`src/rtl/instruction_fetch_unit_pkg.sv`:
```
// Shared FSM encodings and default widths for the fetch unit and the program counter.
package instruction_fetch_unit_pkg;

  localparam int DEFAULT_DATA_SIZE  = 16;
  localparam int DEFAULT_INSTR_SIZE = 16;
  localparam int STATE_W            = 2;

  typedef enum logic [STATE_W-1:0] {
    IDLE  = 2'd0,
    ISSUE = 2'd1,
    REQ   = 2'd2,
    HOLD  = 2'd3
  } fetch_state_t;

endpackage

```
`src/rtl/instruction_fetch_unit_if.sv`:
```
// Memory read bus and decode handshake of the fetch unit; master = fetch unit, slave = memory/decode side.
interface instruction_fetch_unit_if
  import instruction_fetch_unit_pkg::*;
#(
  parameter int DATA_SIZE  = DEFAULT_DATA_SIZE,
  parameter int INSTR_SIZE = DEFAULT_INSTR_SIZE
) ();

  logic                  mem_req;
  logic [DATA_SIZE-1:0]  mem_addr;
  logic                  mem_ack;
  logic [INSTR_SIZE-1:0] mem_rdata;
  logic [INSTR_SIZE-1:0] instr;
  logic                  instr_valid;
  logic                  instr_ready;

  modport master (
    output mem_req, mem_addr, instr, instr_valid,
    input  mem_ack, mem_rdata, instr_ready
  );

  modport slave (
    input  mem_req, mem_addr, instr, instr_valid,
    output mem_ack, mem_rdata, instr_ready
  );

endinterface

```
`src/rtl/instruction_fetch_unit_timeout.sv`:
```
// REQ-phase watchdog for the fetch unit; only compiled when FETCH_TIMEOUT_EN is defined.
`ifdef FETCH_TIMEOUT_EN
module fetch_timeout_counter #(
  parameter int TIMEOUT_CYCLES = 255
) (
  input  logic clock,
  input  logic reset_n,
  input  logic clear,
  input  logic run,
  input  logic ack,
  output logic expired
);

  localparam int              CNT_W = (TIMEOUT_CYCLES < 2) ? 1 : $clog2(TIMEOUT_CYCLES);
  localparam logic [CNT_W-1:0] LAST = CNT_W'(TIMEOUT_CYCLES - 1);

  logic [CNT_W-1:0] count;

  // Saturates at LAST so the REQ phase lasts exactly TIMEOUT_CYCLES cycles before expiry.
  always_ff @(posedge clock or negedge reset_n) begin
    if (!reset_n) begin
      count <= '0;
    end else if (clear) begin
      count <= '0;
    end else if (run && !ack && (count != LAST)) begin
      count <= count + CNT_W'(1);
    end
  end

  assign expired = run && !ack && (count == LAST);

endmodule
`endif

```
`src/rtl/instruction_fetch_unit.sv`:
```
// Single-outstanding instruction fetch stage between program counter and decode.
// Optional REQ timeout with sticky fetch_err is enabled by defining FETCH_TIMEOUT_EN.
module instruction_fetch_unit
  import instruction_fetch_unit_pkg::*;
#(
  parameter int DATA_SIZE      = DEFAULT_DATA_SIZE,
  parameter int INSTR_SIZE     = DEFAULT_INSTR_SIZE,
  parameter int TIMEOUT_CYCLES = 255
) (
  input  logic                 clock,
  input  logic                 reset_n,
  input  logic                 fetch_en,
  input  logic [DATA_SIZE-1:0] pc,
  output logic                 pc_inc,
  input  logic                 flush,
  output logic                 fetch_err,
  instruction_fetch_unit_if.master bus
);

  fetch_state_t          state;
  fetch_state_t          state_d;
  logic [DATA_SIZE-1:0]  addr_q;
  logic [INSTR_SIZE-1:0] instr_q;
  logic                  instr_valid_q;
  logic                  discard_q;
  logic                  req_active;

  logic                  load_addr;
  logic                  capture;
  logic                  drop_valid;
  logic                  set_discard;
  logic                  clear_discard;
  logic                  timeout_hit;
  logic                  err_block;

`ifdef FETCH_TIMEOUT_EN
  logic fetch_err_q;

  fetch_timeout_counter #(
    .TIMEOUT_CYCLES (TIMEOUT_CYCLES)
  ) u_timeout (
    .clock   (clock),
    .reset_n (reset_n),
    .clear   (state == ISSUE),
    .run     (state == REQ),
    .ack     (bus.mem_ack),
    .expired (timeout_hit)
  );

  // A timeout in the same cycle as a flush still leaves the error set.
  always_ff @(posedge clock or negedge reset_n) begin
    if (!reset_n) begin
      fetch_err_q <= 1'b0;
    end else if (timeout_hit) begin
      fetch_err_q <= 1'b1;
    end else if (flush) begin
      fetch_err_q <= 1'b0;
    end
  end

  assign fetch_err = fetch_err_q;
  assign err_block = fetch_err_q;
`else
  logic unused_timeout_cfg;
  assign unused_timeout_cfg = (TIMEOUT_CYCLES > 0);
  assign timeout_hit        = 1'b0;
  assign fetch_err          = 1'b0;
  assign err_block          = 1'b0;
`endif

  always_ff @(posedge clock or negedge reset_n) begin
    if (!reset_n) begin
      state <= IDLE;
    end else begin
      state <= state_d;
    end
  end

  always_comb begin
    state_d       = state;
    pc_inc        = 1'b0;
    load_addr     = 1'b0;
    capture       = 1'b0;
    drop_valid    = 1'b0;
    set_discard   = 1'b0;
    clear_discard = 1'b0;
    case (state)
      IDLE: begin
        if (fetch_en && !err_block) state_d = ISSUE;
      end
      ISSUE: begin
        load_addr = 1'b1;
        state_d   = REQ;
      end
      REQ: begin
        // The memory transaction always completes; a redirect only poisons its data.
        if (bus.mem_ack) begin
          if (discard_q || flush) begin
            clear_discard = 1'b1;
            state_d       = ISSUE;
          end else begin
            capture = 1'b1;
            pc_inc  = 1'b1;
            state_d = HOLD;
          end
        end else if (timeout_hit) begin
          clear_discard = 1'b1;
          state_d       = IDLE;
        end else if (flush) begin
          set_discard = 1'b1;
        end
      end
      HOLD: begin
        if (flush) begin
          drop_valid = 1'b1;
          state_d    = ISSUE;
        end else if (bus.instr_ready) begin
          drop_valid = 1'b1;
          state_d    = fetch_en ? ISSUE : IDLE;
        end
      end
      default: state_d = IDLE;
    endcase
  end

  always_ff @(posedge clock or negedge reset_n) begin
    if (!reset_n) begin
      addr_q        <= '0;
      instr_q       <= '0;
      instr_valid_q <= 1'b0;
      discard_q     <= 1'b0;
    end else begin
      if (load_addr) addr_q <= pc;
      if (capture) begin
        instr_q       <= bus.mem_rdata;
        instr_valid_q <= 1'b1;
      end else if (drop_valid) begin
        instr_valid_q <= 1'b0;
      end
      if (clear_discard) begin
        discard_q <= 1'b0;
      end else if (set_discard) begin
        discard_q <= 1'b1;
      end
    end
  end

  assign req_active      = (state == REQ);
  assign bus.mem_req     = req_active;
  assign bus.mem_addr    = req_active ? addr_q : '0;
  assign bus.instr       = instr_q;
  assign bus.instr_valid = instr_valid_q;

endmodule

```
`src/flat_wrapper.sv`:
```
// flat-port wrapper written by rule: the top's interface ports become plain ports
module instruction_fetch_unit_flat import instruction_fetch_unit_pkg::*;
#(
  parameter int DATA_SIZE      = DEFAULT_DATA_SIZE,
  parameter int INSTR_SIZE     = DEFAULT_INSTR_SIZE,
  parameter int TIMEOUT_CYCLES = 255
)
  (clock, reset_n, fetch_en, pc, pc_inc, flush, fetch_err, bus_mem_req, bus_mem_addr, bus_instr, bus_instr_valid, bus_mem_ack, bus_mem_rdata, bus_instr_ready);
  instruction_fetch_unit_if #(.DATA_SIZE(DATA_SIZE), .INSTR_SIZE(INSTR_SIZE)) bus_i ();
  input  logic clock;
  input  logic reset_n;
  input  logic fetch_en;
  input  logic [DATA_SIZE-1:0] pc;
  output logic pc_inc;
  input  logic flush;
  output logic fetch_err;
  output wire logic [$bits(bus_i.mem_req)-1:0] bus_mem_req;
  output wire logic [$bits(bus_i.mem_addr)-1:0] bus_mem_addr;
  output wire logic [$bits(bus_i.instr)-1:0] bus_instr;
  output wire logic [$bits(bus_i.instr_valid)-1:0] bus_instr_valid;
  input wire logic [$bits(bus_i.mem_ack)-1:0] bus_mem_ack;
  input wire logic [$bits(bus_i.mem_rdata)-1:0] bus_mem_rdata;
  input wire logic [$bits(bus_i.instr_ready)-1:0] bus_instr_ready;
  assign bus_mem_req = bus_i.mem_req;
  assign bus_mem_addr = bus_i.mem_addr;
  assign bus_instr = bus_i.instr;
  assign bus_instr_valid = bus_i.instr_valid;
  assign bus_i.mem_ack = bus_mem_ack;
  assign bus_i.mem_rdata = bus_mem_rdata;
  assign bus_i.instr_ready = bus_instr_ready;
  instruction_fetch_unit #(.DATA_SIZE(DATA_SIZE), .INSTR_SIZE(INSTR_SIZE), .TIMEOUT_CYCLES(TIMEOUT_CYCLES)) u_core (.clock(clock), .reset_n(reset_n), .fetch_en(fetch_en), .pc(pc), .pc_inc(pc_inc), .flush(flush), .fetch_err(fetch_err), .bus(bus_i));
endmodule
```
`config.mk`:
```
export PLATFORM = sky130hd
export DESIGN_NAME = instruction_fetch_unit_flat
export DESIGN_NICKNAME = d
export VERILOG_FILES = /design/src/rtl/instruction_fetch_unit_pkg.sv /design/src/rtl/instruction_fetch_unit_if.sv /design/src/rtl/instruction_fetch_unit_timeout.sv /design/src/rtl/instruction_fetch_unit.sv /design/src/flat_wrapper.sv
export SDC_FILE = /design/constraint.sdc
export NUM_CORES = 1
export LEC_CHECK = 0
export CELL_PAD_IN_SITES_DETAIL_PLACEMENT = 0
export CELL_PAD_IN_SITES_GLOBAL_PLACEMENT = 1
export CORE_MARGIN = 2
export CORE_UTILIZATION = 33
export CTS_CLUSTER_SIZE = 14
export DETAILED_ROUTE_END_ITERATION = 10
export GPL_ROUTABILITY_DRIVEN = 0
export GPL_TIMING_DRIVEN = 1
export PLACE_DENSITY = 0.89
export RECOVER_POWER = 50
export SYNTH_ARGS = -nofsm -noshare
export SYNTH_HDL_FRONTEND = slang
export SYNTH_SLANG_ARGS = --single-unit
```
`constraint.sdc`:
```
create_clock -name clock -period 2.6 [get_ports clock]
set_clock_uncertainty 0.05 [all_clocks]
set_input_delay 0.78 -clock clock [delete_from_list [all_inputs] [get_ports clock]]
set_output_delay 0.78 -clock clock [all_outputs]
set_load 0.1 [all_outputs]
```
### Word level (Yosys, flattened, before mapping)

Index checks and enable logic that the tools add are counted.

* register bits: 36
* bits of input ports: 38
* word-level logic and storage cells: 41

* multiplexer cells: 25
* equal/unequal tests: 6
* reductions and logical operators: 5

Operators with widths (count)
* $mux 1: 18
* $mux 16: 1
* $mux 2: 5
* $pmux 2 s4: 1
* $eq 2x2->1 const B: 2
* $ne 2x2->1 const B: 2
* $reduce_bool 2->1: 2
* $ne 3x3->1 const B: 1
* $reduce_and 3->1: 1
* $eq 2x1->1 const B: 1
* $logic_not 2->1: 1
* $logic_or 1x1->1: 1

### Longest topological paths before layout

* depth after elaboration: 5
* mapped depth: 4

### Least setup slack after synthesis

No wires, ideal clock.

* path kind: register to output
* start: reg u_core.state[0]
* end: out bus_mem_addr[0]
* slack: -0.708 ns
* arrival time: 2.478 ns
* cell stages (with the launch flop): 4
* path through: dfrtp_1 > and2b_2 > clkbuf_1 > and2_1

* longest elaborated chain between the ends: 2

Ends and longest elaborated chain
* start, declared: RTL line instruction_fetch_unit.sv:20 `fetch_state_t state;`
* start signal, assigned: RTL line instruction_fetch_unit.sv:75 `state <= state_d;`
* $eq 2x2->1: RTL line instruction_fetch_unit.sv:148 `assign req_active = (state == REQ);`
* via bus_mem_req: RTL line flat_wrapper.sv:17 `output wire logic [$bits(bus_i.mem_req)-1:0] bus_mem_req;`
* $mux 16: RTL line instruction_fetch_unit.sv:150 `assign bus.mem_addr = req_active ? addr_q : '0;`
* end, declared: RTL line flat_wrapper.sv:18 `output wire logic [$bits(bus_i.mem_addr)-1:0] bus_mem_addr;`

The timed path passes the listed nets, and every way through them passes these cells.

### Worst setup path in the final report

* start: in bus_mem_ack
* end: out pc_inc

* longest elaborated chain between the ends: 2

Ends and longest elaborated chain
* start, declared: RTL line flat_wrapper.sv:21 `input wire logic [$bits(bus_i.mem_ack)-1:0] bus_mem_ack;`
* $mux 1: RTL line instruction_fetch_unit.sv:97 `if (bus.mem_ack) begin`
* $mux 1: RTL line instruction_fetch_unit.sv:87 `case (state)`
* end, declared: RTL line flat_wrapper.sv:14 `output logic pc_inc;`

No other way between the ends.

==> qor.txt <==
Ports: 74
Worst reg-to-reg path cell count: 4
Antenna cell count: 0
Worst Path Required: 1.77 ns
Number of flops mapped to enable cells by yosys: 0
Number of cells on the critical path: 4
Cell row count: 24
Die area: 0.00512 sq mm
Post-DP Area: 0.00243 sq mm
Post-CTS setup buffer count: 0
Syn Area/Cell: 14.1 sq um
Crit-path slowest cell: clkdlybuf4s50_1
Largest stage delay, worst path: 0.54 ns
Number of port buffers: 72
Latest clock arrival within the worst-skew pair: 0.28 ns
Yosys cell types: 19
FF-to-FF setup slack: 0.43 ns
Vias: 1082
Worst-case clock buffer depth: 2
Inserted Clock Buffers: 5
Ys flop type: dfrtp_1
Iteration-0 DRC Markers: 65
Hold bufs inserted after CTS: 0
Yosys reg bits: 36
Clock Sinks: 36
Slew HR: 0.125
Min-delay src: u_core.addr_q[7]$_DFFE_PN0N_
Post-route cell area: 0.00251 sq mm
Kind of critical path: in -> out
CP Capture Type: output pin
Antenna violations before repair: 0
H-tree levels: 2
First-pass GRT wire length: 5510 um
CP startpoint kind: input pin
Largest net degree at the start of global routing: 37
Synthesis Warnings: 0
Worst setup path end: pc_inc
Status: completed
Vias in the first global route: 1128
Mapped cell area: 0.00151 sq mm
Final WL: 3470 um
Fraction of registers with async set/reset: 1.00
Root buffer cell: clkbuf_8
Worst setup path start: bus_mem_ack
Seq/Total Area, Yosys: 0.599
Net Count, Synth: 145
Final Hold Fails: 0
Final period util: 0.969
GRT Util Overall: 0.143
CTS tree: yes
Hold Crit Class: reg -> reg
WP data arrival: 1.69 ns
Core area: 0.00438 sq mm
Layout Area Growth over Synthesis: 67.0%
Hpwl dp: 2640 um
Vias per cell: 4.57
DRC errors left: 0
Fill cells: 357
Max-cap viol count: 0
Final ANT Viol Nets: 0
Least-Margin Pin Slew: 1.31 ns
RR Endpoint: u_core.bus.instr[15]$_DFFE_PN0P_
RSZ-0062 raised after global routing: false
CP delay by family, top: buffers and inverters
Setup-failing EPs final: 0
DR pass1 iterations: 3
Mapped Cells: 107
Fraction of layout instances using a drive strength above 1: 0.481
WL/cell: 14.7 um
DIE WIDTH: 71.5 um
Post-layout minimum cycle time: 2.52 ns
Layout Nets: 222
CTS clk-pin slew, worst paths: 0.07 ns
Worst Path Buf+Inv: 3
Crit-path cells: clkdlybuf4s50_1, nand3_4, clkinvlp_4, buf_12
Fmax: 397 MHz
Largest fanout on the critical path: 2
Die height: 71.5 um
Worst flop-to-flop path startpoint: u_core.state[1]$_DFFE_PN0P_
Max-slew violation count: 0
Grt ovf: 0
Initial Util: 0.343
## layout by cell type (no fill, tap or decap), drive strengths merged
cell	synthesis	layout
buf	3	36
clkinv	0	2
and2b	1	1
dlymetal6s2s	0	1
a22o	1	1
nor2b	1	1
and2	16	16
nand2	1	1
o21ai	3	3
clkbuf	2	9
inv	2	1
nor2	2	2
a21oi	3	3
clkinvlp	0	1
mux2	32	32
clkdlybuf4s50	0	35
nand3	1	1
nor4b	1	1
dfrtp	36	36
conb	1	1
nor3	1	1
## Yosys cell counts, types with 2 or more instances
library cell  instances  area (sq um)
o21ai_0               3          15.0
dfrtp_1              36           901
clkbuf_1              2          7.51
mux2_2               32           360
a21oi_1               3          15.0
buf_4                 2          15.0
and2_1               16           100
inv_1                 2          7.51
## through the flow
stage               setup TNS (ns)  setup WS [ns]  hold WS, ns  utilization  cells
finish                           0         0.0800        0.449        0.573    237
global route                     0         0.0415        0.467        0.573    237
floorplan                        0         0.0596        0.422            -    107
detailed placement        -0.00943       -0.00943        0.438        0.553    229
CTS                              0         0.0142        0.454        0.575    237
global placement                 0        0.00535        0.431        0.553    229
## worst min path at each step
stage                                              end  slack, ns  cells past startpoint
after floorplan           u_core.addr_q[0]$_DFFE_PN0N_       0.42                      1
after global placement    u_core.addr_q[3]$_DFFE_PN0N_       0.43                      1
after detailed placement  u_core.addr_q[9]$_DFFE_PN0N_       0.44                      1
after CTS                 u_core.addr_q[9]$_DFFE_PN0N_       0.45                      1
after global routing      u_core.addr_q[9]$_DFFE_PN0N_       0.47                      1
final                     u_core.addr_q[7]$_DFFE_PN0N_       0.45                      1
## registers in the layout, summed over array words and instances (netlist names)
name,count
u_core.addr_q,16
u_core.bus.instr,16
u_core.bus.instr_valid,1
u_core.discard_q,1
u_core.state,2
## timing repair
| item | 4_1_cts | 5_1_grt |
|---|---|---|
| setup endpoints to repair | 1 | 1 |
| gates resized for setup | 1 | 1 |
| pin swaps | 0 | 1 |
## layer usage
metal	track usage	vias up	part of all wire	wire length, um
met1	0.174	513	0.42	1450
met4	0.0797	0	0.022	75
li1	-	513	-	-
met2	0.228	49	0.51	1760
met3	0.0394	7	0.054	189
met5	0	-	0	0
## worst register-to-register path, cell delays in order, from the launching register on
cell      delay, ns
dfrtp_1        0.41
and2b_2        0.35
nand3_4        0.14
clkbuf_1       0.68
mux2_2         0.42
## final cells by class
| type | instances | area (sq um) | share of cell area |
|---|---|---|---|
| clock inverter | 2 | 10.0 | 0.00398 |
| sequential | 36 | 901 | 0.358 |
| timing repair buffer | 75 | 871 | 0.346 |
| multi-input combinational | 64 | 573 | 0.228 |
| clock buffer | 6 | 82.6 | 0.0329 |
| tap | 52 | 65.1 | 0.0259 |
| inverter | 2 | 11.3 | 0.00448 |
## cells by family (layout without fill, tap and decap cells)
group	after synthesis	after routing	synth area share
DFF	36	36	0.599
muxes	32	32	0.239
and+or+nand+nor	24	24	0.106
AOI/OAI and AO/OA	7	7	0.0258
buffers and inverters	7	85	0.0274
other	1	1	0.00249
Power is not shown: default switching activity piles up to over one toggle a cycle in this logic, so the estimate is an artifact.
